File: src/rtl/traffic_pkg.sv
// Shared state encoding and sizing helpers for the traffic phase controller.
`default_nettype none

package traffic_pkg;

    localparam int STATE_W = 3;

    localparam logic [STATE_W-1:0] ST_ALL_RED = 3'd0;
    localparam logic [STATE_W-1:0] ST_GREEN   = 3'd1;
    localparam logic [STATE_W-1:0] ST_YELLOW  = 3'd2;
    localparam logic [STATE_W-1:0] ST_WALK    = 3'd3;
    localparam logic [STATE_W-1:0] ST_FLASH   = 3'd4;

    // Bits needed to count 0 .. n_vals-1.
    function automatic int tmr_width(input int n_vals);
        return (n_vals < 2) ? 1 : $clog2(n_vals);
    endfunction

    function automatic int max4(input int a, input int b, input int c, input int d);
        int m;
        m = a;
        if (b > m) m = b;
        if (c > m) m = c;
        if (d > m) m = d;
        return m;
    endfunction

endpackage

`default_nettype wire

File: src/rtl/sec_tick_gen.sv
// Seconds prescaler: one-cycle tick every CLK_FREQ cycles, restartable by clr.
`default_nettype none

module sec_tick_gen
    import traffic_pkg::*;
#(
    parameter int CLK_FREQ = 100
) (
    input  logic clk,
    input  logic rst_n,
    input  logic clr,
    output logic tick
);

    localparam int CNT_W = tmr_width(CLK_FREQ);
    localparam logic [CNT_W-1:0] CNT_LAST = CNT_W'(CLK_FREQ - 1);

    logic [CNT_W-1:0] cnt_q;
    logic [CNT_W-1:0] cnt_d;

    always_comb begin
        tick = (cnt_q == CNT_LAST);
        if (clr || tick) begin
            cnt_d = '0;
        end else begin
            cnt_d = cnt_q + 1'b1;
        end
    end

    always_ff @(posedge clk or negedge rst_n) begin
        if (!rst_n) begin
            cnt_q <= '0;
        end else begin
            cnt_q <= cnt_d;
        end
    end

endmodule

`default_nettype wire

File: src/rtl/traffic_phase_cntl.sv
// Round-robin intersection controller with all-red clearance and latched pedestrian WALK.
// Optional night flashing-yellow mode: define TRAFFIC_NIGHT_FLASH_EN (adds NIGHT port, FLASH state).
`default_nettype none

module traffic_phase_cntl
    import traffic_pkg::*;
#(
    parameter int CLK_FREQ    = 100,
    parameter int N_DIR       = 2,
    parameter int GREEN_SEC   = 10,
    parameter int YELLOW_SEC  = 3,
    parameter int RED_CLR_SEC = 2,
    parameter int PED_SEC     = 8
) (
    input  logic                     CLK,
    input  logic                     RST_N,
    input  logic                     PED_SW,
    input  logic [N_DIR-1:0]         CAR_DET,
    output logic [N_DIR-1:0]         RED,
    output logic [N_DIR-1:0]         YELLOW,
    output logic [N_DIR-1:0]         GREEN,
    output logic                     WORK,
    output logic                     PED_ACK,
    output logic [$clog2(N_DIR)-1:0] CUR_DIR
`ifdef TRAFFIC_NIGHT_FLASH_EN
    ,
    input  logic                     NIGHT
`endif
);

    localparam int DIR_W = $clog2(N_DIR);
    localparam int SEC_W = tmr_width(max4(GREEN_SEC, YELLOW_SEC, RED_CLR_SEC, PED_SEC));
    localparam logic [DIR_W-1:0] DIR_LAST = DIR_W'(N_DIR - 1);

    logic [STATE_W-1:0] state_q, state_d;
    logic [SEC_W-1:0]   sec_q, sec_d;
    logic [DIR_W-1:0]   last_q, last_d;
    logic [DIR_W-1:0]   cur_dir_q, cur_dir_d;
    logic               ped_s1_q, ped_s1_d, ped_s2_q, ped_s2_d, ped_s3_q, ped_s3_d;
    logic               ped_pending_q, ped_pending_d;
    logic               prev_walk_q, prev_walk_d;
    logic [N_DIR-1:0]   car_s1_q, car_s1_d, car_s2_q, car_s2_d;
    logic [N_DIR-1:0]   red_q, red_d, yellow_q, yellow_d, green_q, green_d;
    logic               work_q, work_d;
`ifdef TRAFFIC_NIGHT_FLASH_EN
    logic               night_s1_q, night_s1_d, night_s2_q, night_s2_d;
    logic               flash_on_q, flash_on_d;
`endif

    logic               tick;
    logic               state_chg;
    logic               expire;
    logic               ped_rise;
    logic [SEC_W-1:0]   dur_m1;
    logic [DIR_W-1:0]   next_dir;

    // First approach after 'last' with demand; direction 0 always qualifies.
    function automatic logic [DIR_W-1:0] pick_dir(input logic [DIR_W-1:0] last,
                                                  input logic [N_DIR-1:0] dem);
        logic [DIR_W-1:0] idx;
        logic             found;
        pick_dir = '0;
        found    = 1'b0;
        idx      = last;
        for (int k = 0; k < N_DIR; k++) begin
            idx = (idx == DIR_LAST) ? '0 : idx + 1'b1;
            if (!found && (dem[idx] || idx == '0)) begin
                pick_dir = idx;
                found    = 1'b1;
            end
        end
    endfunction

    sec_tick_gen #(
        .CLK_FREQ (CLK_FREQ)
    ) u_tick (
        .clk   (CLK),
        .rst_n (RST_N),
        .clr   (state_chg),
        .tick  (tick)
    );

    always_comb begin
        ped_s1_d = PED_SW;
        ped_s2_d = ped_s1_q;
        ped_s3_d = ped_s2_q;
        car_s1_d = CAR_DET;
        car_s2_d = car_s1_q;
        ped_rise = ped_s2_q & ~ped_s3_q;
`ifdef TRAFFIC_NIGHT_FLASH_EN
        night_s1_d = NIGHT;
        night_s2_d = night_s1_q;
`endif

        case (state_q)
            ST_GREEN:  dur_m1 = SEC_W'(GREEN_SEC - 1);
            ST_YELLOW: dur_m1 = SEC_W'(YELLOW_SEC - 1);
            ST_WALK:   dur_m1 = SEC_W'(PED_SEC - 1);
            default:   dur_m1 = SEC_W'(RED_CLR_SEC - 1);
        endcase
        expire   = tick && (sec_q == dur_m1);
        next_dir = pick_dir(last_q, car_s2_q);

        state_d   = state_q;
        last_d    = last_q;
        cur_dir_d = cur_dir_q;
        case (state_q)
            ST_ALL_RED: begin
                if (expire) begin
`ifdef TRAFFIC_NIGHT_FLASH_EN
                    if (night_s2_q) begin
                        state_d = ST_FLASH;
                    end else
`endif
                    if (ped_pending_q && !prev_walk_q) begin
                        state_d = ST_WALK;
                    end else begin
                        state_d   = ST_GREEN;
                        last_d    = next_dir;
                        cur_dir_d = next_dir;
                    end
                end
            end
            ST_GREEN:  if (expire) state_d = ST_YELLOW;
            ST_YELLOW: if (expire) state_d = ST_ALL_RED;
            ST_WALK:   if (expire) state_d = ST_ALL_RED;
`ifdef TRAFFIC_NIGHT_FLASH_EN
            ST_FLASH: begin
                if (tick && !night_s2_q) begin
                    state_d = ST_ALL_RED;
                    last_d  = DIR_LAST;
                end
            end
`endif
            default:   state_d = ST_ALL_RED;
        endcase

        state_chg   = (state_d != state_q);
        prev_walk_d = state_chg ? (state_q == ST_WALK) : prev_walk_q;
        if (state_chg) begin
            sec_d = '0;
        end else if (tick) begin
            sec_d = sec_q + 1'b1;
        end else begin
            sec_d = sec_q;
        end

        // A press landing on the WALK entry edge survives for the next cycle.
        ped_pending_d = ped_pending_q;
        if (state_d == ST_WALK && state_q != ST_WALK) ped_pending_d = 1'b0;
        if (ped_rise) ped_pending_d = 1'b1;
`ifdef TRAFFIC_NIGHT_FLASH_EN
        if (state_d == ST_FLASH || state_q == ST_FLASH) ped_pending_d = 1'b0;

        flash_on_d = flash_on_q;
        if (state_d == ST_FLASH && state_q != ST_FLASH) begin
            flash_on_d = 1'b1;
        end else if (state_q == ST_FLASH && tick) begin
            flash_on_d = ~flash_on_q;
        end
`endif

        red_d    = '1;
        yellow_d = '0;
        green_d  = '0;
        work_d   = 1'b0;
        case (state_d)
            ST_GREEN: begin
                red_d[cur_dir_d]   = 1'b0;
                green_d[cur_dir_d] = 1'b1;
            end
            ST_YELLOW: begin
                red_d[cur_dir_d]    = 1'b0;
                yellow_d[cur_dir_d] = 1'b1;
            end
            ST_WALK: work_d = 1'b1;
`ifdef TRAFFIC_NIGHT_FLASH_EN
            ST_FLASH: begin
                red_d    = '0;
                yellow_d = {N_DIR{flash_on_d}};
            end
`endif
            default: ;
        endcase
    end

    always_ff @(posedge CLK or negedge RST_N) begin
        if (!RST_N) begin
            state_q       <= ST_ALL_RED;
            sec_q         <= '0;
            last_q        <= DIR_LAST;
            cur_dir_q     <= '0;
            ped_s1_q      <= 1'b0;
            ped_s2_q      <= 1'b0;
            ped_s3_q      <= 1'b0;
            ped_pending_q <= 1'b0;
            prev_walk_q   <= 1'b0;
            car_s1_q      <= '0;
            car_s2_q      <= '0;
            red_q         <= '1;
            yellow_q      <= '0;
            green_q       <= '0;
            work_q        <= 1'b0;
`ifdef TRAFFIC_NIGHT_FLASH_EN
            night_s1_q    <= 1'b0;
            night_s2_q    <= 1'b0;
            flash_on_q    <= 1'b0;
`endif
        end else begin
            state_q       <= state_d;
            sec_q         <= sec_d;
            last_q        <= last_d;
            cur_dir_q     <= cur_dir_d;
            ped_s1_q      <= ped_s1_d;
            ped_s2_q      <= ped_s2_d;
            ped_s3_q      <= ped_s3_d;
            ped_pending_q <= ped_pending_d;
            prev_walk_q   <= prev_walk_d;
            car_s1_q      <= car_s1_d;
            car_s2_q      <= car_s2_d;
            red_q         <= red_d;
            yellow_q      <= yellow_d;
            green_q       <= green_d;
            work_q        <= work_d;
`ifdef TRAFFIC_NIGHT_FLASH_EN
            night_s1_q    <= night_s1_d;
            night_s2_q    <= night_s2_d;
            flash_on_q    <= flash_on_d;
`endif
        end
    end

    assign RED     = red_q;
    assign YELLOW  = yellow_q;
    assign GREEN   = green_q;
    assign WORK    = work_q;
    assign PED_ACK = ped_pending_q;
    assign CUR_DIR = cur_dir_q;

endmodule

`default_nettype wire
File: config.mk
export PLATFORM = sky130hd
export DESIGN_NAME = traffic_phase_cntl
export DESIGN_NICKNAME = d
export VERILOG_FILES = /design/src/rtl/traffic_pkg.sv /design/src/rtl/sec_tick_gen.sv /design/src/rtl/traffic_phase_cntl.sv
export SDC_FILE = /design/constraint.sdc
export NUM_CORES = 1
export LEC_CHECK = 0
export CORE_ASPECT_RATIO = 1.2
export CORE_MARGIN = 2
export CORE_UTILIZATION = 59
export CTS_CLUSTER_DIAMETER = 120
export DETAILED_ROUTE_END_ITERATION = 10
export PLACE_DENSITY = 0.88
export SYNTH_ARGS = -nofsm -noshare
export SYNTH_HDL_FRONTEND = slang
export SYNTH_SLANG_ARGS = --single-unit
export TNS_END_PERCENT = 5
File: constraint.sdc
create_clock -name CLK -period 3.7 [get_ports CLK]
set_input_delay 0.37 -clock CLK [delete_from_list [all_inputs] [get_ports CLK]]
set_output_delay 0.37 -clock CLK [all_outputs]
set_load 0.05 [all_outputs]
==> results.toml <==
[global_routing]
groute.usage.overall = 0.212
gr-total-overflow = 0
grt_start_max_net_pins = 31
number_of_antenna_violations_at_the_first_check_in_global_routing = 0
via_count_of_the_first_global_routing_pass = 999
grt_pass1_wl_mm = 4.35

[die]
die_area_mm2 = 0.00278
die-width_um = 48.5
rows = 19
fp.dieH_um = 57.4
core_box_area_mm2 = 0.00228
boundaryPins = 14
initial_utilization = 0.613

[setup_path]
worst_ep_required_time_ns = 3.91
cp_max_fo = 11
timing.critical_path.to_type = "flip-flop"
worst_r2r_endpoint = "GREEN[1]$_DFF_PN0_"
worst_r2r_startpoint = "state_q[2]$_DFF_PN0_"
setup.worst_path.start_class = "flip-flop"
signal_arrival_time_at_the_worst_endpoint_ns = 2.52
crit_type = "flip-flop to flip-flop"
setup.reg_to_reg.worst_slack_ns = 1.39
length_in_cells_of_the_worst_reg_to_reg_path = 5

[clock_network]
htreeDepth = 2
worst_skew_pair.late_latency_ns = 0.32
cts.clk_slew.worst_paths_ns = 0.08
ctsLongestPathBuffers = 2
post_cts_buffers = 0
cts_tree = "done"
cts-root-buf = "sky130_fd_sc_hd__clkbuf_4"
cts-hold-fix-buffers = 0
number_of_clock_buffers_inserted_by_tritoncts = 5
cts_num_sinks = 30
post_cts.resized_instances = 0

[routing]
drt.antenna.violating_nets = 0
detailroute.via_count = 968
vias_per_cell = 5.56
dr.pass1.iters = 4
first_iter_violations = 11
drt_wl_total_mm = 2.46
drt_drc_violations_left = 0
routed_wire_length_per_instance_um = 14.1

[power_and_ir_drop]
reported_leakage_power_nw = 0.679
max-vdd-ir-drop_v = 0.000335
power_per_cell_area_mw_per_mm2 = 350

[sta]
finalSetupViolations = 0
fin_worst_skew_ns = 0.0108
timing.final.crit_share = 0.623
timing_worst_slew_pin_value_ns = 0.510
fmaxAchievable_ghz = 0.434
tns_ns = 0
relSlewSlack = 0.659
layout_min_cycle_time_ns = 2.31
finalHoldViolCount = 0
rsz0062_at_grt = "false"
final_max_slew_viol_count = 0
postLayoutSetupSlackWorst_ns = 1.39

[hold_path]
hp-start = "car_s1_q[1]$_DFF_PN0_"
worst_hold_path_type = "flip-flop to flip-flop"
hold_path_depth = 0
min_delay_worst_endpoint = "car_s2_q[1]$_DFF_PN0_"

[synthesis]
postSynthNetCount = 134
yosys_warnings = 0
ys_seq_area_frac = 0.539
synth.ff_latch_count = 30
synthCells = 127
netlist-cell-type-count = 42
syn-mean-instance-area_um2 = 11.0
netlist_area_pre_place_mm2 = 0.00140

[finish]
insertedDiodeCount = 0
count_of_filler_cells_inserted_in_the_layout = 162
multiInputGateArea_um2 = 602
layout.cells.most_common_list = "sky130_fd_sc_hd__dfrtp_1 (27), sky130_fd_sc_hd__nor2_1 (15), sky130_fd_sc_hd__clkdlybuf4s50_1 (12)"
register_area_um2 = 754
drive_above_1_share = 0.140
layout.cells.non_filler = 174
nNetsFinal = 149
mostFrequentLayoutCell = "sky130_fd_sc_hd__dfrtp_1"
area_delta_synth_final_pct = 14.0

[place]
dpl.cell_count = 166
pre_cts_slack_ns = 1.40
portBuffers = 12
replace_congestion = 0.814
placed_wire_length_estimate_mm = 1.79

[run]
timing.max_cap.violations = 0

[outcome]
outcome = "complete, no violations"
cell usage after synthesis, drive strengths merged:
library cell	number	area [um^2]
nand3	3	15.0
or2	1	6.26
a32oi	1	16.3
nor3	3	15.0
o221ai	1	15.0
o21bai	1	7.51
nand2b	3	18.8
or4b	1	10.0
inv	4	15.0
a21oi	4	20.0
clkbuf	2	7.51
nor2b	5	31.3
nand4b	1	8.76
a211o	2	17.5
and3	4	25.0
nor4	1	6.26
buf	3	21.3
or3	4	35.0
o21ai	3	15.0
conb	1	3.75
a211oi	2	27.5
nor2	15	56.3
and2	2	12.5
a31oi	1	6.26
xor2	3	26.3
mux2	2	26.3
or3b	1	8.76
a2bb2oi	1	15.0
nand3b	2	15.0
o31ai	1	7.51
dfrtp	27	676
xnor2	6	52.6
a21o	2	15.0
nand2	8	30.0
ha	2	25.0
or4bb	1	11.3
dfstp	3	78.8
how the worst max path moves through the flow:
stage	start	end	slack, ns
detailed placement	state_q[2]$_DFF_PN0_	YELLOW[1]$_DFF_PN0_	1.40
finish	state_q[2]$_DFF_PN0_	GREEN[1]$_DFF_PN0_	1.39
global route	state_q[2]$_DFF_PN0_	GREEN[1]$_DFF_PN0_	1.33
floorplan	state_q[2]$_DFF_PN0_	GREEN[1]$_DFF_PN0_	1.69
CTS	state_q[2]$_DFF_PN0_	GREEN[1]$_DFF_PN0_	1.39
global placement	state_q[2]$_DFF_PN0_	GREEN[1]$_DFF_PN0_	1.46
flip-flops by register name, summed over array words and instances, names as in the netlist, 2 cells and up:
| register | cells |
|---|---|
| RED | 2 |
| sec_q | 4 |
| GREEN | 2 |
| state_q | 3 |
| u_tick.cnt_q | 7 |
| YELLOW | 2 |
kinds of logic after synthesis:
family / count (synthesis) / share of synthesized area
simple gates: 55 / 0.218
flops: 30 / 0.539
compound gates: 19 / 0.116
xor+xnor: 9 / 0.0563
buf+inv: 9 / 0.0313
fa+ha+maj: 2 / 0.0179
mux: 2 / 0.0188
other cells: 1 / 0.00268
final cells by class:
class                      instances  area share
clock buffer                       8      0.0368
inverter                           4     0.00940
multi-input combinational         88       0.377
sequential                        30       0.473
tap                               31      0.0243
timing repair buffer              13      0.0799
power by group:
part	switching, mW	total, mW	leakage, nW	internal [mW]
Sequential	0.00473	0.338	0.387	0.334
Clock	0.105	0.199	0.0326	0.0936
Combinational	0.0122	0.0212	0.259	0.00900
Total	0.122	0.558	0.679	0.436
layer usage:
layer / share of wire / wire length, um / vias to the layer above / global-route usage
li1: - / - / 461 / -
met1: 0.43 / 1060 / 480 / 0.234
met2: 0.50 / 1230 / 19 / 0.353
met3: 0.049 / 120 / 8 / 0.0759
met4: 0.022 / 53 / 0 / 0.127
met5: 0 / 0 / - / 0
worst max-delay path, stage by stage, from the launching register on:
cell and delay, ns:
sky130_fd_sc_hd__dfrtp_1 0.51, sky130_fd_sc_hd__or3_4 0.46, sky130_fd_sc_hd__or3_4 0.39, sky130_fd_sc_hd__a211oi_4 0.29
sky130_fd_sc_hd__mux2_4 0.36, sky130_fd_sc_hd__and3_1 0.19
stage by stage:
step	util	area (um^2)	hold slack, ns	power [mW]
2_1_floorplan	-	1400	0.0744	0.353
3_3_place_gp	0.674	1540	0.338	0.365
3_5_place_dp	0.674	1540	0.335	0.367
4_1_cts	0.700	1600	0.354	0.564
5_1_grt	0.700	1600	0.362	0.583
6_report	0.700	1600	0.352	0.558
Note: power is estimated with default switching activity, not from simulation.
